**src/rtl/gauss_pkg.sv**
```systemverilog
// gauss_pkg: shared constants and types for the sequential 3x3 Gaussian
// convolution engine and its round/saturate stage.
//   TAPS      - window taps (3x3)
//   PIX_W     - pixel / coefficient width
//   PROD_W    - multiplier product width
//   ACC_W_DEF - default accumulator width (9*255*255 fits in 20 bits)
//   TAP_W     - tap counter width
//   state_t   - engine FSM states
package gauss_pkg;

  localparam int TAPS      = 9;
  localparam int PIX_W     = 8;
  localparam int PROD_W    = 16;
  localparam int ACC_W_DEF = 20;
  localparam int TAP_W     = 4;

  typedef enum logic [1:0] {
    IDLE,
    MAC,
    NORM,
    OUT
  } state_t;

endpackage

```
**src/rtl/gauss_round_sat.sv**
```systemverilog
// gauss_round_sat: combinational round-half-up, right shift by SHIFT and
// saturation of an unsigned accumulator down to one 8-bit pixel.
// Ports:
//   acc - unsigned accumulated sum, ACC_W bits
//   pix - rounded, shifted, saturated pixel
module gauss_round_sat
  import gauss_pkg::*;
#(
  parameter int SHIFT = 4,
  parameter int ACC_W = ACC_W_DEF
) (
  input  logic [ACC_W-1:0] acc,
  output logic [PIX_W-1:0] pix
);

  // Rounding constant is half an output LSB; none when there is no shift.
  localparam int RND_POS = (SHIFT > 0) ? SHIFT - 1 : 0;
  localparam logic [ACC_W:0] RND = (SHIFT > 0) ? ((ACC_W + 1)'(1) << RND_POS) : '0;

  logic [ACC_W:0] sum;
  logic [ACC_W:0] shifted;

  // One extra bit so the rounding add can never wrap.
  assign sum     = {1'b0, acc} + RND;
  assign shifted = sum >> SHIFT;
  assign pix     = (|shifted[ACC_W:PIX_W]) ? {PIX_W{1'b1}} : shifted[PIX_W-1:0];

endmodule

```
**src/rtl/gauss_mac_seq.sv**
```systemverilog
// gauss_mac_seq: sequential 3x3 convolution. Accepts a pixel window and nine
// coefficients, drives one external multiplier tap by tap for nine cycles,
// accumulates the products, then rounds/shifts/saturates into one pixel.
// Ports:
//   clk, rst_n           - clock (rising edge), asynchronous active-low reset
//   win_valid/win_ready  - window handshake; win_data/coef_data carry 9 taps,
//                          tap k in bits [8k+7:8k], tap 0 top-left, row-major
//   mul_a, mul_b, mul_p  - external multiplier operands and product
//   pix_valid/pix_ready  - output pixel handshake, pix_data is the pixel
//   busy                 - engine is not idle
module gauss_mac_seq
  import gauss_pkg::*;
#(
  parameter int SHIFT = 4,
  parameter int ACC_W = ACC_W_DEF
) (
  input  logic                    clk,
  input  logic                    rst_n,
  input  logic                    win_valid,
  output logic                    win_ready,
  input  logic [TAPS*PIX_W-1:0]   win_data,
  input  logic [TAPS*PIX_W-1:0]   coef_data,
  output logic [PIX_W-1:0]        mul_a,
  output logic [PIX_W-1:0]        mul_b,
  input  logic [PROD_W-1:0]       mul_p,
  output logic                    pix_valid,
  input  logic                    pix_ready,
  output logic [PIX_W-1:0]        pix_data,
  output logic                    busy
);

  state_t             state_reg;
  logic [TAP_W-1:0]   tap_reg;
  logic [ACC_W-1:0]   acc_reg;
  logic [PIX_W-1:0]   win_reg  [TAPS];
  logic [PIX_W-1:0]   coef_reg [TAPS];
  logic [PIX_W-1:0]   win_in   [TAPS];
  logic [PIX_W-1:0]   coef_in  [TAPS];
  logic               pix_valid_reg;
  logic [PIX_W-1:0]   pix_data_reg;
  logic [PIX_W-1:0]   norm_pix;
  logic               accept;

  for (genvar gi = 0; gi < TAPS; gi++) begin : g_unpack
    assign win_in[gi]  = win_data[gi*PIX_W +: PIX_W];
    assign coef_in[gi] = coef_data[gi*PIX_W +: PIX_W];
  end

  // In OUT a new window may be taken on the same edge the pixel leaves.
  assign win_ready = rst_n && ((state_reg == IDLE) || ((state_reg == OUT) && pix_ready));
  assign accept    = win_valid && win_ready;
  assign busy      = (state_reg != IDLE);

  // Operands are forced to zero outside MAC so the multiplier stays quiet.
  assign mul_a = (state_reg == MAC) ? win_reg[tap_reg]  : '0;
  assign mul_b = (state_reg == MAC) ? coef_reg[tap_reg] : '0;

  assign pix_valid = pix_valid_reg;
  assign pix_data  = pix_data_reg;

  gauss_round_sat #(
    .SHIFT (SHIFT),
    .ACC_W (ACC_W)
  ) u_round_sat (
    .acc (acc_reg),
    .pix (norm_pix)
  );

  always_ff @(posedge clk or negedge rst_n) begin
    if (!rst_n) begin
      state_reg     <= IDLE;
      tap_reg       <= '0;
      acc_reg       <= '0;
      win_reg       <= '{default: '0};
      coef_reg      <= '{default: '0};
      pix_valid_reg <= 1'b0;
      pix_data_reg  <= '0;
    end else begin
      case (state_reg)
        IDLE: begin
          if (accept) begin
            win_reg   <= win_in;
            coef_reg  <= coef_in;
            acc_reg   <= '0;
            tap_reg   <= '0;
            state_reg <= MAC;
          end
        end
        MAC: begin
          acc_reg <= acc_reg + ACC_W'(mul_p);
          tap_reg <= tap_reg + 1'b1;
          if (tap_reg == TAP_W'(TAPS - 1)) begin
            state_reg <= NORM;
          end
        end
        NORM: begin
          pix_data_reg  <= norm_pix;
          pix_valid_reg <= 1'b1;
          state_reg     <= OUT;
        end
        OUT: begin
          if (pix_ready) begin
            pix_valid_reg <= 1'b0;
            if (accept) begin
              win_reg   <= win_in;
              coef_reg  <= coef_in;
              acc_reg   <= '0;
              tap_reg   <= '0;
              state_reg <= MAC;
            end else begin
              state_reg <= IDLE;
            end
          end
        end
        default: state_reg <= IDLE;
      endcase
    end
  end

endmodule
```
**config.mk**
```make
export PLATFORM = sky130hd
export DESIGN_NAME = gauss_mac_seq
export DESIGN_NICKNAME = d
export VERILOG_FILES = /design/src/rtl/gauss_pkg.sv /design/src/rtl/gauss_round_sat.sv /design/src/rtl/gauss_mac_seq.sv
export SDC_FILE = /design/constraint.sdc
export NUM_CORES = 1
export LEC_CHECK = 0
export CORE_ASPECT_RATIO = 1.25
export CORE_UTILIZATION = 57
export CTS_BUF_LIST = sky130_fd_sc_hd__clkbuf_8
export CTS_CLUSTER_DIAMETER = 200
export DETAILED_ROUTE_END_ITERATION = 8
export GPL_ROUTABILITY_DRIVEN = 0
export PLACE_DENSITY = 0.94
export SYNTH_ARGS = -nofsm -noshare
export SYNTH_HDL_FRONTEND = slang
export SYNTH_SLANG_ARGS = --single-unit
export TNS_END_PERCENT = 20
```
**constraint.sdc**
```tcl
create_clock -name clk -period 7.15 [get_ports clk]
set_clock_uncertainty 0.15 [all_clocks]
set_input_delay 1.43 -clock clk [delete_from_list [all_inputs] [get_ports clk]]
set_output_delay 1.43 -clock clk [all_outputs]
set_load 0.02 [all_outputs]
```
==> results of run 1 <==
-- power by group through the flow --
stage	Sequential, mW	Clock [mW]	Combinational [mW]
2_1_floorplan	1.75	0	1.64
3_3_place_gp	1.88	0	2.05
3_5_place_dp	1.91	0	2.15
4_1_cts	1.90	0.699	2.17
5_1_grt	1.96	0.739	2.36
6_report	1.90	0.693	2.16
-- cell type report --
type,count,area (um2)
diodes,2,5.00
clock buffers,18,248
clock inverters,14,143
fillers,969,4080
inverters,8,30.0
multi-input cells,494,4420
flip-flops and latches,179,4480
well taps,212,265
repair buffers,198,1960
-- cells in the mapped netlist, drive strengths merged, types with 3 or more instances --
library cell,count,area (um2)
xor2,7,61.3
mux2i,24,240
o21a,4,30.0
dfrtp,179,4480
and3,3,18.8
clkbuf,9,35.0
buf,30,166
nand4,6,37.5
a21o,6,45.0
o21ai,18,90.1
nor4,3,33.8
nor2,56,210
xnor2,7,61.3
a21oi,46,234
nand2,36,135
nor2b,7,43.8
ha,24,300
nand3,15,75.1
mux4,32,721
mux2,144,1620
or3,3,18.8
nor3,7,35.0
o31ai,5,37.5
nand2b,6,37.5
a211oi,5,42.5
inv,8,30.0
-- through the flow --
step / std cells / power [mW] / area (um2)
after global routing: 1124 / 5.06 / 11600
after global placement: 1091 / 3.93 / 11200
after detailed placement: 1091 / 4.06 / 11200
after floorplan: 720 / 3.39 / 9110
final: 1125 / 4.75 / 11600
after CTS: 1123 / 4.76 / 11500
-- tightest hold or removal path, delay by kind of cell (launching register included) --
kind             cells  cell delay (ps)
and+or+nand+nor      2              110
DFF                  1              360
-- routing by layer --
metal  vias to the layer above  share of wire
li1                       3000              -
met1                      3370           0.38
met2                       254           0.53
met3                        59          0.046
met4                         0          0.042
met5                         -              0
-- kinds of logic after synthesis --
| group | count (synthesis) |
|---|---|
| multiplexers | 200 |
| AO/OA/AOI/OAI | 103 |
| XOR/XNOR | 14 |
| buffers and inverters | 47 |
| adder cells (fa/ha/maj) | 25 |
| AND/OR/NAND/NOR | 152 |
| flip-flops | 179 |
-- worst paths after layout --
kind | startpoint | endpoint | slack (ps) | depth (start not counted)
worst min-delay path | acc_reg[0] | acc_reg[0] | 340 | 2
worst max-delay path | tap_reg[0] | mul_a[1] | 2210 | 7
min in group asynchronous | rst_n | pix_data[2] | 650 | 1
worst max register to register | state_reg[0] | win_reg[70] | 3930 | 7
max in group asynchronous | rst_n | win_reg[63] | 3990 | 3
worst min register to register | acc_reg[0] | acc_reg[0] | 340 | 2
==> impl_metrics.toml, run 1 <==
[critical_path]
cpPeakStageDelay_ps = 720
cpMostUsedCell = "nor2_1"
path_class = "flop to output port"
start_kind = "flop"
cp_data_required_time_ps = 5570
cp_slowest_cell = "dfrtp_2"
critical_path_arrival_ps = 3360
cp_top_family = "buffers and inverters"
cp-end-kind = "output port"
worstPathCellList = "buf_4 -> mux4_2 -> mux2i_1 -> nor2_1 -> a21oi_1 -> nor2_1 -> clkdlybuf4s50_1"
crit_buf_inv = 2
crit_path_max_fanout = 22

[final_layout]
drive_above_1_share = 0.247
final_common_cell = "clkdlybuf4s50_1"
post-route-util = 0.739
layout_common_cells = "clkdlybuf4s50_1, dfrtp_1, mux2_2"
syn_to_final_growth_pct = 26.8
num-nets-final = 1087

[power_and_ir_drop]
vdd_drop_max_uv = 239
p_clk_frac = 0.146
switching_share = 0.372
seq_power_share = 0.400
power.leakage_nw = 4.81
p_int_mw = 2.98
power_frac_comb = 0.454
p_switching_mw = 1.77
power_density_nw_per_um2 = 412

[sta]
maxSlewHeadroom = 0.319
holdWs_ps = 344
fin_ws_ps = 2210
setup_violations = 0
period_minus_slack_ps = 4940
maxSlewViolCount = 0
max_freq_mhz = 202
hold_viol_final = 0
setup_tns_ps = 0
min_period_over_period = 0.691
worst_slew_pin_slew_ps = 1020
rsz0062_at_grt = "false"

[drt]
drt_first_pass_iters = 5
drt_iter0_drc = 368
final_antenna_net_count = 0
num_vias = 6683
post_drt_wl_per_cell_um = 20.4
routed_wirelength_mm = 22.9
viasPerCell = 5.94
drc = 0

[clocking]
cts_htree_levels = 4
clock_latency_ps = 480
post-cts-setup-buffer-count = 0
cts.clk_slew.worst_paths_ps = 100
tritoncts = "built"
postCtsHoldBufs = 0
clockBufferDepth = 2
numCtsBuffers = 17
numClockSinks = 179
root_buffer = "clkbuf_8"
postCtsResizedCells = 0

[global_route]
grt_pass1_wl_mm = 36.3
grt_pass1_vias = 7104
busiest_layer = "met2"
grt_usage = 0.297
met2_usage = 0.519
antenna_found_initial = 1
grt_max_degree = 83
grtUsageMet1 = 0.347
grt_overflow_total = 0
grtUsageMet3 = 0.0536

[logic_synthesis]
synth-simple-area-share = 0.0805
synthFlopType = "dfrtp_1"
syn_area_um2 = 9110
synth.distinct_cells = 57
yosys.area_share.xor_xnor = 0.0135
syn_inst = 720
synth-seq-cells = 179
synth_top_family_by_area = "multiplexers"
synth_mux_area_frac = 0.283
synth_area_per_cell_um2 = 12.7
synth-compound-area-share = 0.0706
ys_seq_area_frac = 0.492
synthAdderAreaFrac = 0.0352
syn-num-nets = 909
synthArstFlopShare = 1.00
yosys_warnings = 0
synth_edf_count = 0

[floorplanning]
start_util = 0.583
pin_count = 191
core_region_area_um2 = 15600
rows = 51
dieArea_um2 = 16500
fp.dieW_um = 115
die_h_um = 143

[place]
dpl_worst_slack_ps = 2670
dp_hpwl_mm = 16.7
io_buffers = 190

[outcome]
status = "finished clean"

[job]
maxCapViolations = 0

[hold_path]
hold_class = "flop to flop"
Note: power is estimated with default switching activity, not from simulation.
==> run 2: changes to the inputs <==
--- a/config.mk
+++ b/config.mk
@@ -6,12 +6,12 @@
 export NUM_CORES = 1
 export LEC_CHECK = 0
 export CORE_ASPECT_RATIO = 1.25
-export CORE_UTILIZATION = 57
+export CORE_UTILIZATION = 48
 export CTS_BUF_LIST = sky130_fd_sc_hd__clkbuf_8
 export CTS_CLUSTER_DIAMETER = 200
 export DETAILED_ROUTE_END_ITERATION = 8
 export GPL_ROUTABILITY_DRIVEN = 0
-export PLACE_DENSITY = 0.94
+export PLACE_DENSITY = 0.85
 export SYNTH_ARGS = -nofsm -noshare
 export SYNTH_HDL_FRONTEND = slang
 export SYNTH_SLANG_ARGS = --single-unit
==> constraint.sdc (replaced) <==
create_clock -name clk -period 4.1 [get_ports clk]
set_clock_uncertainty 0.15 [all_clocks]
set_input_delay 0.82 -clock clk [delete_from_list [all_inputs] [get_ports clk]]
set_output_delay 0.82 -clock clk [all_outputs]
set_load 0.02 [all_outputs]
==> impl_metrics.toml, run 2 (synthesis gave the netlist of run 1 again) <==
[drt]
post_drt_wl_per_cell_um = 18.8
routed_wirelength_mm = 21.7
num_vias = 6532
drt_first_pass_iters = 8
drc = 10
viasPerCell = 5.67
final_antenna_net_count = 0
drt_iter0_drc = 306

[clocking]
root_buffer = "clkbuf_8"
tritoncts = "built"
numCtsBuffers = 17
clock_latency_ps = 460
numClockSinks = 179
cts.clk_slew.worst_paths_ps = 100
clockBufferDepth = 2
cts_htree_levels = 4

[place]
io_buffers = 190
placed_cell_area_um2 = 11300
dp_hpwl_mm = 15.7

[hold_path]
hold_depth = 2
hold_class = "flop to flop"

[sta]
rsz0062_at_grt = "false"
period_minus_slack_ps = 3920
maxSlewViolCount = 0
min_period_over_period = 0.957
setup_violations = 0
max_freq_mhz = 255
setup_tns_ps = 0
hold_viol_final = 0
worst_slew_pin_slew_ps = 999
maxSlewHeadroom = 0.334

[global_route]
antenna_found_initial = 1
grt_usage = 0.233
grt_pass1_vias = 6904
grt_pass1_wl_mm = 34.9
grt_max_degree = 91
grt_overflow_total = 0

[critical_path]
r2r_setup_slack_ps = 1440
cp_data_required_time_ps = 3130
cp-end-kind = "output port"
cpPeakStageDelay_ps = 760
path_class = "flop to output port"
worstPathCellList = "nor4b_4 -> buf_4 -> a21oi_1 -> nor2_1 -> clkdlybuf4s50_1"
cp_top_family = "buffers and inverters"
crit_path_max_fanout = 37
r2r.worst_path.cells = 7
critical_path_arrival_ps = 2950
cp.depth = 5
start_kind = "flop"
cp_slowest_cell = "dfrtp_2"
crit_buf_inv = 2

[power_and_ir_drop]
p_switching_mw = 3.00
power_frac_comb = 0.463
p_int_mw = 5.26
vdd_drop_max_uv = 321
seq_power_share = 0.392
switching_share = 0.363
power.leakage_nw = 4.87
power_density_nw_per_um2 = 707
p_clk_frac = 0.145

[floorplanning]
core_region_area_um2 = 18700
fp.dieW_um = 125
dieArea_um2 = 19500
rows = 56
die_h_um = 156
pin_count = 191
start_util = 0.487

[final_layout]
final_common_cell = "clkdlybuf4s50_1"
stdcell_area_um2 = 11700
syn_to_final_growth_pct = 28.1
drive_above_1_share = 0.252
layout_common_cells = "clkdlybuf4s50_1, dfrtp_1, mux2_2"
n_fill_cell = 1457
seqCellArea_um2 = 4480
num-nets-final = 1095
multiInputGateArea_um2 = 4420

[outcome]
failed_checks = "design-rule violations"
status = "finished, violations left"

[job]
maxCapViolations = 0
==> run 2: changes by cell type in the layout (fill, tap and decap cells not counted), moves of 2 or more <==
cell        delta
clkinvlp_4     -2
clkinv_2       +2
buf_12         +3
buf_4          +4
==> run 2: metal layers <==
metal  vias up  track usage  wire length (um)  share of wire
met4         0        0.118               810          0.037
met1      3270        0.270              8410           0.39
met5         -            0                 0              0
met3        47       0.0480              1050          0.049
met2       201        0.409             11400           0.53
li1       3014            -                 -              -
==> run 2: tightest hold or removal path: cells and delay by family, from the launching register on <==
kind / cells / cell delay (ps)
DFF: 1 / 360
and+or+nand+nor: 1 / 50
AOI/OAI and AO/OA: 1 / 50
==> run 2: path summary, 6_finish.rpt <==
check,startpoint,end
min in group asynchronous,rst_n,state_reg[0]
max,tap_reg[1],mul_b[6]
max in group asynchronous,rst_n,win_reg[41]
min reg2reg,acc_reg[2],acc_reg[2]
max reg2reg,state_reg[0],acc_reg[19]
min,acc_reg[2],acc_reg[2]
==> run 2: timing repair <==
item                       in CTS  in global routing
hold endpoints to repair        2                  0
setup endpoints to repair       0                  2
setup buffers                   0                  0
hold buffers                    1                  0
resized for setup               0                  1
==> run 2: final cells by class <==
type | count | share of cell area
sequential | 179 | 0.384
multi-input combinational | 494 | 0.378
timing repair buffer | 206 | 0.177
tap | 232 | 0.0249
clock buffer | 18 | 0.0212
clock inverter | 14 | 0.0120
inverter | 8 | 0.00257
antenna | 1 | 0.000214
==> run 2: through the flow <==
stage | power [mW] | util | cells | setup slack [ps] | hold slack [ps]
2_1_floorplan | 5.91 | - | 720 | 1270 | 293
3_3_place_gp | 6.92 | 0.603 | 1118 | 641 | 312
3_5_place_dp | 7.09 | 0.603 | 1118 | 618 | 329
4_1_cts | 8.30 | 0.624 | 1151 | 127 | 350
5_1_grt | 8.82 | 0.624 | 1152 | 40.4 | 372
6_report | 8.26 | 0.624 | 1152 | 176 | 346
==> run 2: power groups by stage <==
stage | sequential, mW | clock (mW) | combinational [mW]
2_1_floorplan | 3.05 | 0 | 2.85
3_3_place_gp | 3.20 | 0 | 3.72
3_5_place_dp | 3.26 | 0 | 3.82
4_1_cts | 3.23 | 1.22 | 3.85
5_1_grt | 3.35 | 1.31 | 4.17
6_report | 3.24 | 1.20 | 3.82
==> run 3: changes to the inputs <==
--- a/config.mk
+++ b/config.mk
@@ -5,12 +5,12 @@
 export SDC_FILE = /design/constraint.sdc
 export NUM_CORES = 1
 export LEC_CHECK = 0
+export ABC_CLOCK_PERIOD_IN_PS = 4100
 export CORE_ASPECT_RATIO = 1.25
 export CORE_UTILIZATION = 48
 export CTS_BUF_LIST = sky130_fd_sc_hd__clkbuf_8
 export CTS_CLUSTER_DIAMETER = 200
 export DETAILED_ROUTE_END_ITERATION = 8
-export GPL_ROUTABILITY_DRIVEN = 0
 export PLACE_DENSITY = 0.85
 export SYNTH_ARGS = -nofsm -noshare
 export SYNTH_HDL_FRONTEND = slang
==> impl_metrics.toml, run 3 (synthesis gave the netlist of run 1 again) <==
[floorplanning]
pin_count = 191
fp.dieW_um = 125
start_util = 0.487
die_h_um = 156
dieArea_um2 = 19500
core_region_area_um2 = 18700
rows = 56

[critical_path]
path_class = "flop to output port"
critical_path_arrival_ps = 2970
cp-end-kind = "output port"
start_kind = "flop"
r2r_setup_slack_ps = 1390
crit_path_max_fanout = 37
cp_data_required_time_ps = 3130

[global_route]
antenna_found_initial = 1
grt_pass1_vias = 6835
grt_overflow_total = 0
grt_pass1_wl_mm = 35.4
grt_max_degree = 77
grt_usage = 0.238

[outcome]
failed_checks = "design-rule violations"
status = "finished, violations left"

[drt]
final_antenna_net_count = 0
num_vias = 6539
dr_wl_met2_mm = 11.5
wl_met3_mm = 1.12
top_layer = "met4"
viasPerCell = 5.68
post_drt_wl_per_cell_um = 19.0
wirelength_met1_mm = 8.60
routed_wirelength_mm = 21.8
drt_iter0_drc = 421
drt_first_pass_iters = 7
drc = 20

[sta]
min_period_over_period = 0.961
period_minus_slack_ps = 3940
setup_tns_ps = 0
setup_violations = 0
worst_slew_pin_slew_ps = 949
maxSlewHeadroom = 0.368
maxSlewViolCount = 0
hold_viol_final = 0
rsz0062_at_grt = "false"
max_freq_mhz = 254

[clocking]
clockBufferDepth = 2
cts_htree_levels = 4
tritoncts = "built"
numClockSinks = 179
cts.clk_slew.worst_paths_ps = 100
clock_latency_ps = 450
root_buffer = "clkbuf_8"
numCtsBuffers = 17

[power_and_ir_drop]
power_density_nw_per_um2 = 714
switching_share = 0.356
finalPower_mw = 8.37
power.leakage_nw = 4.89
p_clk_frac = 0.156
p_int_mw = 5.38
p_switching_mw = 2.98
vdd_drop_max_uv = 407
power_frac_comb = 0.456
seq_power_share = 0.388

[hold_path]
hold_class = "input port to async pin"

[place]
place_congestion = 0.913
dp_hpwl_mm = 16.0
placed_cell_area_um2 = 11300
io_buffers = 190

[job]
maxCapViolations = 0

[final_layout]
drive_above_1_share = 0.253
final_common_cell = "clkdlybuf4s50_1"
syn_to_final_growth_pct = 28.5
layout_common_cells = "clkdlybuf4s50_1, dfrtp_1, mux2_2"
num-nets-final = 1094
stdcell_area_um2 = 11700
-- run 3: through the flow --
stage	setup slack (ps)	std cells	utilization	hold slack, ps
after global routing	65.8	1151	0.626	88.2
after floorplan	1270	720	-	293
final	158	1152	0.626	100
after CTS	101	1150	0.626	89.2
after detailed placement	611	1118	0.603	322
after global placement	636	1118	0.603	315
-- run 3: layer usage --
metal  vias to the layer above  track usage
met5                         -            0
met2                       201        0.414
li1                       3008            -
met3                        42       0.0580
met4                         0        0.104
met1                      3288        0.280
-- run 3: area by class of cell --
cell class | count | area, um2
timing repair buffer | 205 | 2050
antenna | 2 | 5.00
inverter | 8 | 30.0
sequential | 179 | 4480
fill | 1409 | 6990
tap | 232 | 290
clock buffer | 19 | 262
multi-input combinational | 494 | 4420
clock inverter | 13 | 171
-- run 3: critical path, stage by stage (launching register included) --
cell,delay [ps]
dfrtp_2,1000
mux4_2,370
mux2i_1,80
nor2_1,130
a21oi_1,60
nor2_1,210
clkdlybuf4s50_1,650
-- run 3: repair_timing --
| item | in CTS | in global routing |
|---|---|---|
| hold buffers | 0 | 0 |
| hold endpoints to repair | 0 | 0 |
| buffers inserted | 0 | 0 |
| resized for setup | 0 | 1 |
| setup endpoints to repair | 0 | 1 |
-- run 3: power groups by stage --
stage               registers (mW)  logic, mW  clock network (mW)
floorplan                     3.05       2.85                   0
global placement              3.20       3.72                   0
detailed placement            3.27       3.82                   0
CTS                           3.23       3.84                1.33
global route                  3.36       4.18                1.42
finish                        3.24       3.82                1.31
-- run 3: worst paths after layout --
path,startpoint,to,cells past startpoint
max,tap_reg[1],mul_b[0],6
min,rst_n,pix_data[4],1
max reg2reg,state_reg[0],win_reg[68],5
min reg2reg,acc_reg[0],acc_reg[0],2
max in group asynchronous,rst_n,coef_reg[0],2
min in group clk,acc_reg[0],acc_reg[0],2
